===== config.mk =====
export PLATFORM = sky130hd
export DESIGN_NAME = race_game_ctrl
export DESIGN_NICKNAME = d
export VERILOG_FILES = /design/src/rtl/race_pkg.sv /design/src/rtl/cycle_timer.sv /design/src/rtl/race_game_ctrl.sv
export SDC_FILE = /design/constraint.sdc
export NUM_CORES = 1
export LEC_CHECK = 0
export CORE_UTILIZATION = 31
export DETAILED_ROUTE_END_ITERATION = 8
export PLACE_DENSITY = 0.61
export RECOVER_POWER = 100
export SYNTH_ARGS = -nofsm -noshare
export SYNTH_HDL_FRONTEND = slang
export SYNTH_HIERARCHICAL = 1
export SYNTH_SLANG_ARGS = --single-unit

===== constraint.sdc =====
create_clock -name clk -period 2.5 [get_ports clk]
set_input_delay 0.625 -clock clk [delete_from_list [all_inputs] [get_ports clk]]
set_output_delay 0.625 -clock clk [all_outputs]
set_load 0.03 [all_outputs]

===== src/rtl/race_pkg.sv =====
// Shared constants and types for the race game controller.
package race_pkg;

  // Screen encoding; doubles as the controller FSM state.
  typedef enum logic [1:0] {
    SCR_MENU = 2'd0,
    SCR_RACE = 2'd1,
    SCR_END  = 2'd2
  } screen_e;

  localparam int unsigned NUM_PLAYERS   = 4;
  localparam int unsigned PLAYER_BLUE   = 0;
  localparam int unsigned PLAYER_RED    = 1;
  localparam int unsigned PLAYER_GREEN  = 2;
  localparam int unsigned PLAYER_YELLOW = 3;

  // Bits needed to hold positions 0..max_pos inclusive.
  function automatic int unsigned pos_w(input int unsigned max_pos);
    return $clog2(max_pos + 1);
  endfunction

endpackage


===== src/rtl/cycle_timer.sv =====
// Loadable down-counter; pulses expired on the cycle it steps from 1 to 0.
module cycle_timer #(
  parameter int unsigned W = 4
) (
  input  logic         clk,
  input  logic         rst,
  input  logic         i_load,
  input  logic [W-1:0] i_load_val,
  output logic         o_expired
);

  logic [W-1:0] r_count;

  // Load has priority over counting; counting stops at zero.
  always_ff @(posedge clk or posedge rst) begin
    if (rst) begin
      r_count <= '0;
    end else if (i_load) begin
      r_count <= i_load_val;
    end else if (r_count != '0) begin
      r_count <= r_count - 1'b1;
    end
  end

  // A reload in the final cycle restarts the delay instead of expiring.
  assign o_expired = !i_load && (r_count == W'(1));

endmodule


===== src/rtl/race_game_ctrl.sv =====
// Race game controller: menu join, race position tracking, winner and end screen.
module race_game_ctrl
  import race_pkg::*;
#(
  parameter int unsigned MAX_POS              = 109,
  parameter int unsigned MENU_TIMER_CLK_COUNT = 10,
  parameter int unsigned END_TIMER_CLK_COUNT  = 20,
  localparam int unsigned POS_W               = pos_w(MAX_POS)
) (
  input  logic                         clk,
  input  logic                         rst,
  input  logic [NUM_PLAYERS-1:0]       btn_press,
  input  logic                         frame_ack,
  output logic [1:0]                   cur_screen,
  output logic [NUM_PLAYERS-1:0]       ready_to_play,
  output logic [NUM_PLAYERS*POS_W-1:0] pos,
  output logic [1:0]                   winner,
  output logic                         winner_valid,
  output logic                         update_frame
);

  localparam int unsigned MENU_W = $clog2(MENU_TIMER_CLK_COUNT + 1);
  localparam int unsigned END_W  = $clog2(END_TIMER_CLK_COUNT + 1);
  localparam logic [MENU_W-1:0] MENU_LOAD = MENU_W'(MENU_TIMER_CLK_COUNT);
  localparam logic [END_W-1:0]  END_LOAD  = END_W'(END_TIMER_CLK_COUNT);
  localparam logic [POS_W-1:0]  POS_MAX   = POS_W'(MAX_POS);
  localparam logic [POS_W-1:0]  POS_LAST  = POS_W'(MAX_POS - 1);

  screen_e                r_state;
  logic [NUM_PLAYERS-1:0] r_ready;
  logic [POS_W-1:0]       r_pos [NUM_PLAYERS];
  logic [1:0]             r_winner;
  logic                   r_winner_valid;
  logic                   r_update;

  logic [NUM_PLAYERS-1:0] w_new_ready;
  logic [NUM_PLAYERS-1:0] w_inc_mask;
  logic [NUM_PLAYERS-1:0] w_hit;
  logic [1:0]             w_win_idx;
  logic                   w_menu_load;
  logic                   w_end_load;
  logic                   w_menu_exp;
  logic                   w_end_exp;
  logic                   w_chg;

  // Per-player join/advance qualification and lowest-index winner pick.
  always_comb begin
    w_new_ready = '0;
    w_inc_mask  = '0;
    w_hit       = '0;
    w_win_idx   = '0;
    if (r_state == SCR_MENU) begin
      w_new_ready = btn_press & ~r_ready;
    end
    for (int unsigned k = 0; k < NUM_PLAYERS; k++) begin
      if (r_state == SCR_RACE && !r_winner_valid && btn_press[k] &&
          r_ready[k] && r_pos[k] != POS_MAX) begin
        w_inc_mask[k] = 1'b1;
        w_hit[k]      = (r_pos[k] == POS_LAST);
      end
    end
    // Scan from the highest index down so the lowest hitting index wins.
    for (int unsigned k = 0; k < NUM_PLAYERS; k++) begin
      if (w_hit[NUM_PLAYERS-1-k]) begin
        w_win_idx = 2'(NUM_PLAYERS - 1 - k);
      end
    end
  end

  assign w_menu_load = |w_new_ready;
  assign w_end_load  = (r_state == SCR_RACE) && r_winner_valid;

  cycle_timer #(.W(MENU_W)) u_menu_timer (
    .clk        (clk),
    .rst        (rst),
    .i_load     (w_menu_load),
    .i_load_val (MENU_LOAD),
    .o_expired  (w_menu_exp)
  );

  cycle_timer #(.W(END_W)) u_end_timer (
    .clk        (clk),
    .rst        (rst),
    .i_load     (w_end_load),
    .i_load_val (END_LOAD),
    .o_expired  (w_end_exp)
  );

  // Flags any cycle whose edge will change screen, ready flags or positions.
  always_comb begin
    w_chg = 1'b0;
    case (r_state)
      SCR_MENU: w_chg = w_menu_load || w_menu_exp;
      SCR_RACE: w_chg = (|w_inc_mask) || r_winner_valid;
      SCR_END:  w_chg = w_end_exp;
      default:  w_chg = 1'b1;
    endcase
  end

  // Game FSM with all visible outputs registered.
  always_ff @(posedge clk or posedge rst) begin
    if (rst) begin
      r_state        <= SCR_MENU;
      r_ready        <= '0;
      r_winner       <= '0;
      r_winner_valid <= 1'b0;
      r_update       <= 1'b0;
      for (int unsigned k = 0; k < NUM_PLAYERS; k++) r_pos[k] <= '0;
    end else begin
      r_update <= w_chg || (r_update && !frame_ack);
      case (r_state)
        SCR_MENU: begin
          r_ready <= r_ready | w_new_ready;
          if (w_menu_exp) begin
            r_state <= SCR_RACE;
            for (int unsigned k = 0; k < NUM_PLAYERS; k++) r_pos[k] <= '0;
          end
        end
        SCR_RACE: begin
          if (r_winner_valid) begin
            r_state <= SCR_END;
          end
          for (int unsigned k = 0; k < NUM_PLAYERS; k++) begin
            if (w_inc_mask[k]) r_pos[k] <= r_pos[k] + 1'b1;
          end
          if (|w_hit) begin
            r_winner       <= w_win_idx;
            r_winner_valid <= 1'b1;
          end
        end
        SCR_END: begin
          if (w_end_exp) begin
            r_state        <= SCR_MENU;
            r_ready        <= '0;
            r_winner       <= '0;
            r_winner_valid <= 1'b0;
            for (int unsigned k = 0; k < NUM_PLAYERS; k++) r_pos[k] <= '0;
          end
        end
        default: r_state <= SCR_MENU;
      endcase
    end
  end

  // Pack per-player positions, player 0 in the LSBs.
  always_comb begin
    pos = '0;
    for (int unsigned k = 0; k < NUM_PLAYERS; k++) begin
      pos[k*POS_W +: POS_W] = r_pos[k];
    end
  end

  assign cur_screen    = r_state;
  assign ready_to_play = r_ready;
  assign winner        = r_winner;
  assign winner_valid  = r_winner_valid;
  assign update_frame  = r_update;

endmodule


; Word-level counts from Yosys, hierarchy flattened
; Index checks and enable logic that the tools add are counted.
[totals]
register_bits = 47
output_inout_bits = 38
[classes]
n_reduce_logical = 42
add_sub_neg = 6
n_bitwise = 3
eq_ne = 20
mux = 36
[ops]
columns = op, count
row1 = $pmux 28 s3, 1
row2 = $mux 28, 2
row3 = $add 7x1->7 const B, 4
row4 = $eq 7x7->1 const B, 4
row5 = $mux 7, 4
row6 = $ne 7x7->1 const B, 4
row7 = $logic_and 1x1->1, 17
row8 = $mux 2, 8
row9 = $mux 4, 4
row10 = $reduce_and 4->1, 4
row11 = $ne 2x2->1 const B, 7
row12 = $reduce_or 4->1, 3
row13 = $mux 1, 10
row14 = $mux 5, 2
row15 = $pmux 4 s2, 1
row16 = $reduce_bool 2->1, 4
row17 = $pmux 2 s3, 1
row18 = $reduce_and 3->1, 2
row19 = $eq 5x1->1 const B, 1
row20 = $reduce_bool 5->1, 1
row21 = $sub 5x1->5 const B, 1
row22 = $and 4x4->4, 1
row23 = $eq 4x1->1 const B, 1
row24 = $logic_not 1->1, 4
row25 = other kinds (14), 16

; Logic depth before layout (Yosys ltp)
; Gate-level depths: netlist of the first run.
[logic_depth]
depth_word = 12
mapped_depth = 10
depth_no_buf = 9

; Modules after synthesis
; The synthesis of the first run kept the hierarchy.
[by_module_without_submodules]
columns = module, cells_per_inst, instances, seq_area_each_um2, area_each_um2
row1 = race_game_ctrl, 232, 1, 950.9, 2247.2
row2 = cycle_timer (u_end_timer), 33, 1, 125.1, 312.8
row3 = cycle_timer (u_menu_timer), 28, 1, 100.1, 274.0

; Least setup slack after synthesis of the first run
; OpenSTA, ideal clock, no wires.
[synth_timing]
kind = input to register
start = input btn_press[2]
end = register r_pos, in the netlist pos[1]
arrival_time_ps = 2514
cell_stages = 8
setup_slack_ps = -147
n_path_buf = 2
required_time_ps = 2367
cell_sequence = nor2b_1 > o41a_1 > clkbuf_1 > nor4b_1 > mux2i_1 > nor2_1 > clkbuf_1 > o31ai_1
[synth_via]
elab_chain_cells = 7
[synth_rtl]
columns = item, line
row1 = start: declaration, race_game_ctrl.sv:12  ; input logic [NUM_PLAYERS-1:0] btn_press,
row2 = $and 4x4->4, race_game_ctrl.sv:53  ; w_new_ready = btn_press & ~r_ready;
row3 = $mux 4, race_game_ctrl.sv:52  ; if (r_state == SCR_MENU) begin
row4 = $reduce_or 4->1, race_game_ctrl.sv:70  ; assign w_menu_load = |w_new_ready;
row5 = via w_menu_load, race_game_ctrl.sv:40  ; logic w_menu_load;
row6 = $logic_not 1->1, cycle_timer.sv:26  ; assign o_expired = !i_load && (r_count == W'(1));
row7 = $logic_and 1x1->1, cycle_timer.sv:26
row8 = via w_menu_exp, race_game_ctrl.sv:42  ; logic w_menu_exp;
row9 = $ne 2x2->1 (no line), -
row10 = $reduce_and 4->1 (no line), -
row11 = end signal: indexed assignment, race_game_ctrl.sv:124  ; if (w_inc_mask[k]) r_pos[k] <= r_pos[k] + 1'b1;
row12 = end: declaration, race_game_ctrl.sv:31  ; logic [POS_W-1:0] r_pos [NUM_PLAYERS];
; The timed path passes the listed nets, and every way through them passes these cells.
; A chain may end at the register's enable or synchronous reset.

; Worst setup path after layout of the first run
[layout_timing]
start = input btn_press[1]
end = register r_pos, in the netlist pos[10]
; Same word-level chain as after synthesis.

==> results of run 1 <==
[through the flow]
stage               util (%)  power (mW)  worst slack, ps
CTS                    41.69       3.237            42.31
detailed placement     40.05       2.535           -421.0
global placement       40.05       2.499           -390.0
floorplan                  -       2.037            1.940
global route           41.76       3.437           -26.35
finish                 41.76       3.199            69.72
[kinds of logic (layout without fill, tap and decap cells)]
group / after synthesis / count (layout)
AOI/OAI and AO/OA: 65 / 65
DFF: 47 / 47
xor gates and xnor gates: 11 / 11
adders and majority gates: 17 / 17
and+or+nand+nor: 119 / 119
other: 2 / 9
buffers and inverters: 25 / 90
muxes: 7 / 7
[sequential cells by signal, summed over array words and instances (netlist names)]
| name | flops |
|---|---|
| winner | 2 |
| update_frame | 1 |
| ready_to_play | 4 |
| u_end_timer/r_count | 5 |
| u_menu_timer/r_count | 4 |
| cur_screen | 2 |
| pos | 28 |
| winner_valid | 1 |
[Yosys cell counts (all sizes together) (3+ instances only)]
cell type	number
a21oi	18
and2	5
buf	3
clkbuf	5
dfrtp	47
ha	17
inv	17
mux2	3
mux2i	4
nand2	27
nand2b	3
nand3	11
nand3b	6
nand4	4
nor2	19
nor2b	6
nor3	6
nor3b	3
nor4	5
o2111ai	4
o211a	3
o211ai	3
o21ai	19
o31ai	9
or3	7
or4	5
or4bb	4
xnor2	8
xor2	3
[report_power, final]
group	internal (mW)	switching (mW)	total, mW	leakage [nW]
logic	0.641	0.765	1.41	0.903
registers	0.927	0.198	1.13	0.611
clock network	0.400	0.268	0.668	0.0654
total	1.97	1.23	3.20	1.58
[area by class of cell]
type | count | area (um2)
sequential | 47 | 1176
inverter | 17 | 63.81
fill | 880 | 5129
timing repair buffer | 65 | 585.6
clock buffer | 6 | 72.57
clock inverter | 2 | 60.06
tap | 108 | 135.1
multi-input combinational | 228 | 1584
[layout by cell type, fill, tap and decap left out, types with 4 or more instances in the layout]
cell,instances
a21oi_1,17
and2_1,4
buf_4,18
clkbuf_8,5
clkdlybuf4s50_1,35
conb_1,9
dfrtp_1,47
dlygate4sd3_1,7
ha_1,17
inv_1,17
nand2_1,27
nand3_1,11
nand3b_1,6
nand4_1,4
nor2_1,18
nor2b_1,5
nor3_1,6
nor4_1,4
o21ai_0,17
o31ai_1,9
or3_1,7
or4_1,4
or4bb_1,4
xnor2_1,8
[tightest hold or removal path, delay by kind of cell, from the launching register on]
family           cells  cell delay, ps
AND/OR/NAND/NOR      1              90
flip-flops           1             390
AO/OA/AOI/OAI        1              60
[per-layer routing]
layer,part of all wire (%),vias to the layer above,wire (um)
li1,-,1188,-
met1,48,1180,3236
met2,47,44,3196
met3,3.0,14,206
met4,2.1,0,142
met5,0,-,0
[final timing paths]
| kind | startpoint | endpoint | slack [ps] | depth (start not counted) |
|---|---|---|---|---|
| min in group asynchronous | rst | u_menu_timer/r_count[2] | 690 | 2 |
| setup reg to reg | cur_screen[1] | pos[10] | 310 | 11 |
| hold / removal | winner[1] | winner[1] | 570 | 2 |
| max in group asynchronous | rst | pos[18] | 760 | 3 |
| hold reg to reg | winner[1] | winner[1] | 570 | 2 |
| setup / recovery | btn_press[1] | pos[10] | 70 | 9 |
[repair_timing]
| item | 4_1_cts | 5_1_grt |
|---|---|---|
| gates resized for setup | 3 | 3 |
| buffers inserted | 1 | 2 |
| pin swaps | 1 | 2 |
| setup endpoints to repair | 26 | 27 |
| gates cloned | 0 | 0 |
==> results.md, run 1 <==
| Result | Reported | Unit |
| --- | --- | --- |
| Global placement routability congestion | 0.7780 | - |
| Data required time at the worst endpoint | 2690 | ps |
| Async set-or-reset flop fraction in the synthesized netlist | 100.0 | % |
| Crit path max fanout | 3 | - |
| Total half-perimeter wirelength after legalization and detailed placement | 5.037 | mm |
| Post-route clock period utilization | 97.21 | % |
| Clock Root Buffer | clkbuf_8 | - |
| Max VDD drop | 548.0 | uV |
| Final Hold Viols | 0 | - |
| Share of post-route cells with drive strength above 1 | 11.51 | % |
| Type of destination of the critical path | register | - |
| Detail Route Antenna Nets | 0 | - |
| Total iterations of the first detailed-routing run | 6 | - |
| Top cells by area, synth | dfrtp_1 (42%), ha_1 (7.5%), nand2_1 (3.6%) | - |
| Drt via density | 5.129 | - |
| Number of synthesized flops with an enable pin | 0 | - |
| Most congested layer reported by global routing | met2 | - |
| Overall routing resource usage | 15.11 | % |
| Wire length per cell | 14.34 | um |
| Number of global-route vias before repair | 2355 | - |
| Distinct cell type count after synthesis | 55 | - |
| Simple-gate portion of the synthesized area | 25.03 | % |
| XOR/XNOR share of the synthesized area | 3.400 | % |
| Power density relative to cell area | 869.9 | mW/mm2 |
| Highest-delay cell along the critical path | clkdlybuf4s50_1 | - |
| M3 GR Usage | 2.734 | % |
| Met1 track demand over resource | 19.75 | % |
| Number of storage elements in the synthesis netlist | 47 | - |
| Pin count of the biggest net entering global routing | 39 | - |
| Worst-Skew Late Latency | 300 | ps |
| Violation count after the first detailed-route iteration | 83 | - |
| Number of setup violations in the final report | 0 | - |
| Worst-Margin Slew | 996.9 | ps |
| CTS Buf Count | 5 | - |
| Count of unresolved DRC violations after routing | 4 | - |
| Antenna violations before repair | 0 | - |
| DP Area | 0.003527 | mm2 |
| Final Skew | 8.714 | ps |
| Num rows | 34 | - |
| Leading area contributor after synthesis | dfrtp_1 | - |
| Share of synthesized cell area in full adder, half adder and majority cells | 7.506 | % |
| Worst slew margin relative to its limit | 33.54 | % |
| CP Data Arrival Time | 2620 | ps |
| Clock tree from TritonCTS | done | - |
| Cells after Synth | 293 | - |
| Number of buffers and inverters on the critical path | 2 | - |
| Total negative slack for setup checks | 0 | ps |
| Net total in the final layout | 388 | - |
| Top-area cell type share of the netlist area | 41.50 | % |
| Maxcap violations | 0 | - |
| # clock sinks | 47 | - |
| Layout Area Growth over Synthesis | 29.76 | % |
| Leakage power | 1.579 | nW |
| Main flop type after synthesis | dfrtp_1 | - |
| Path type of the worst min-delay path | register to register | - |
| Global routing usage on met2 | 24.93 | % |
| N_diodes | 0 | - |
| I/O pin count | 45 | - |
| Initial core utilization | 32.18 | % |
| Kind of start point of the critical path | input pin | - |
| Compound-cell area share of the yosys netlist | 15.81 | % |
| Synthesis Warnings | 6 | - |
| Via count | 2426 | - |
| Syn avg cell area | 9.672 | um2 |
| DIE HEIGHT | 97.61 | um |
| Post-route worst hold slack | 569.1 | ps |
| Sequential share of the synthesized area | 41.50 | % |
| Failing checks | design-rule violations | - |
| X dimension of the die | 97.61 | um |
| Dpl cells | 462 | - |
| Clock Path Buffers | 2 | - |
| Die footprint | 0.009528 | mm2 |
| Minimum clock period | 2430 | ps |
| Area of the mapped netlist | 0.002834 | mm2 |
| Cell-by-cell trace of the critical path | clkdlybuf4s50_1 -> nor2b_1 -> o41a_1 -> nor4b_4 -> mux2i_2 -> buf_4 -> o21ai_0 -> a31oi_1 -> a41o_1 | - |
| Clock-pin slew reported for the worst setup and hold paths after clock tree synthesis | 90 | ps |
| Peak Freq | 0.4115 | GHz |
| Worst setup path category | input pin to register | - |
| Hold-fix buffers, CTS | 0 | - |
| Result of the run | finished, violations left | - |
| Number of port buffers | 44 | - |
| Count of final max-slew check failures | 0 | - |
| Leftover overflow at the end of global routing | 0 | - |
| Placeable core region | 0.008806 | mm2 |
| Top delay family on crit path | compound AO/OA/AOI/OAI gates | - |
| First-pass GRT wire length | 11.61 | mm |
| Number of H-tree branching levels | 2 | - |
| Multiplexer area fraction after synthesis | 2.605 | % |
| Final design area excluding fillers | 0.003677 | mm2 |
| Overall routed net length | 6.781 | mm |
| Combinational family with the most area after synthesis | simple AND/OR/NAND/NOR gates | - |
| Largest stage delay on the critical path | 430 | ps |
| Non-Filler Instances | 473 | - |
Note: power is estimated with default switching activity, not from simulation.
==> run 2: changes to the inputs <==
Settings changed: CAP_MARGIN set to 20.
==> results of run 2 <==
No change in the layout: final DEF, timing and power equal those of run 1.
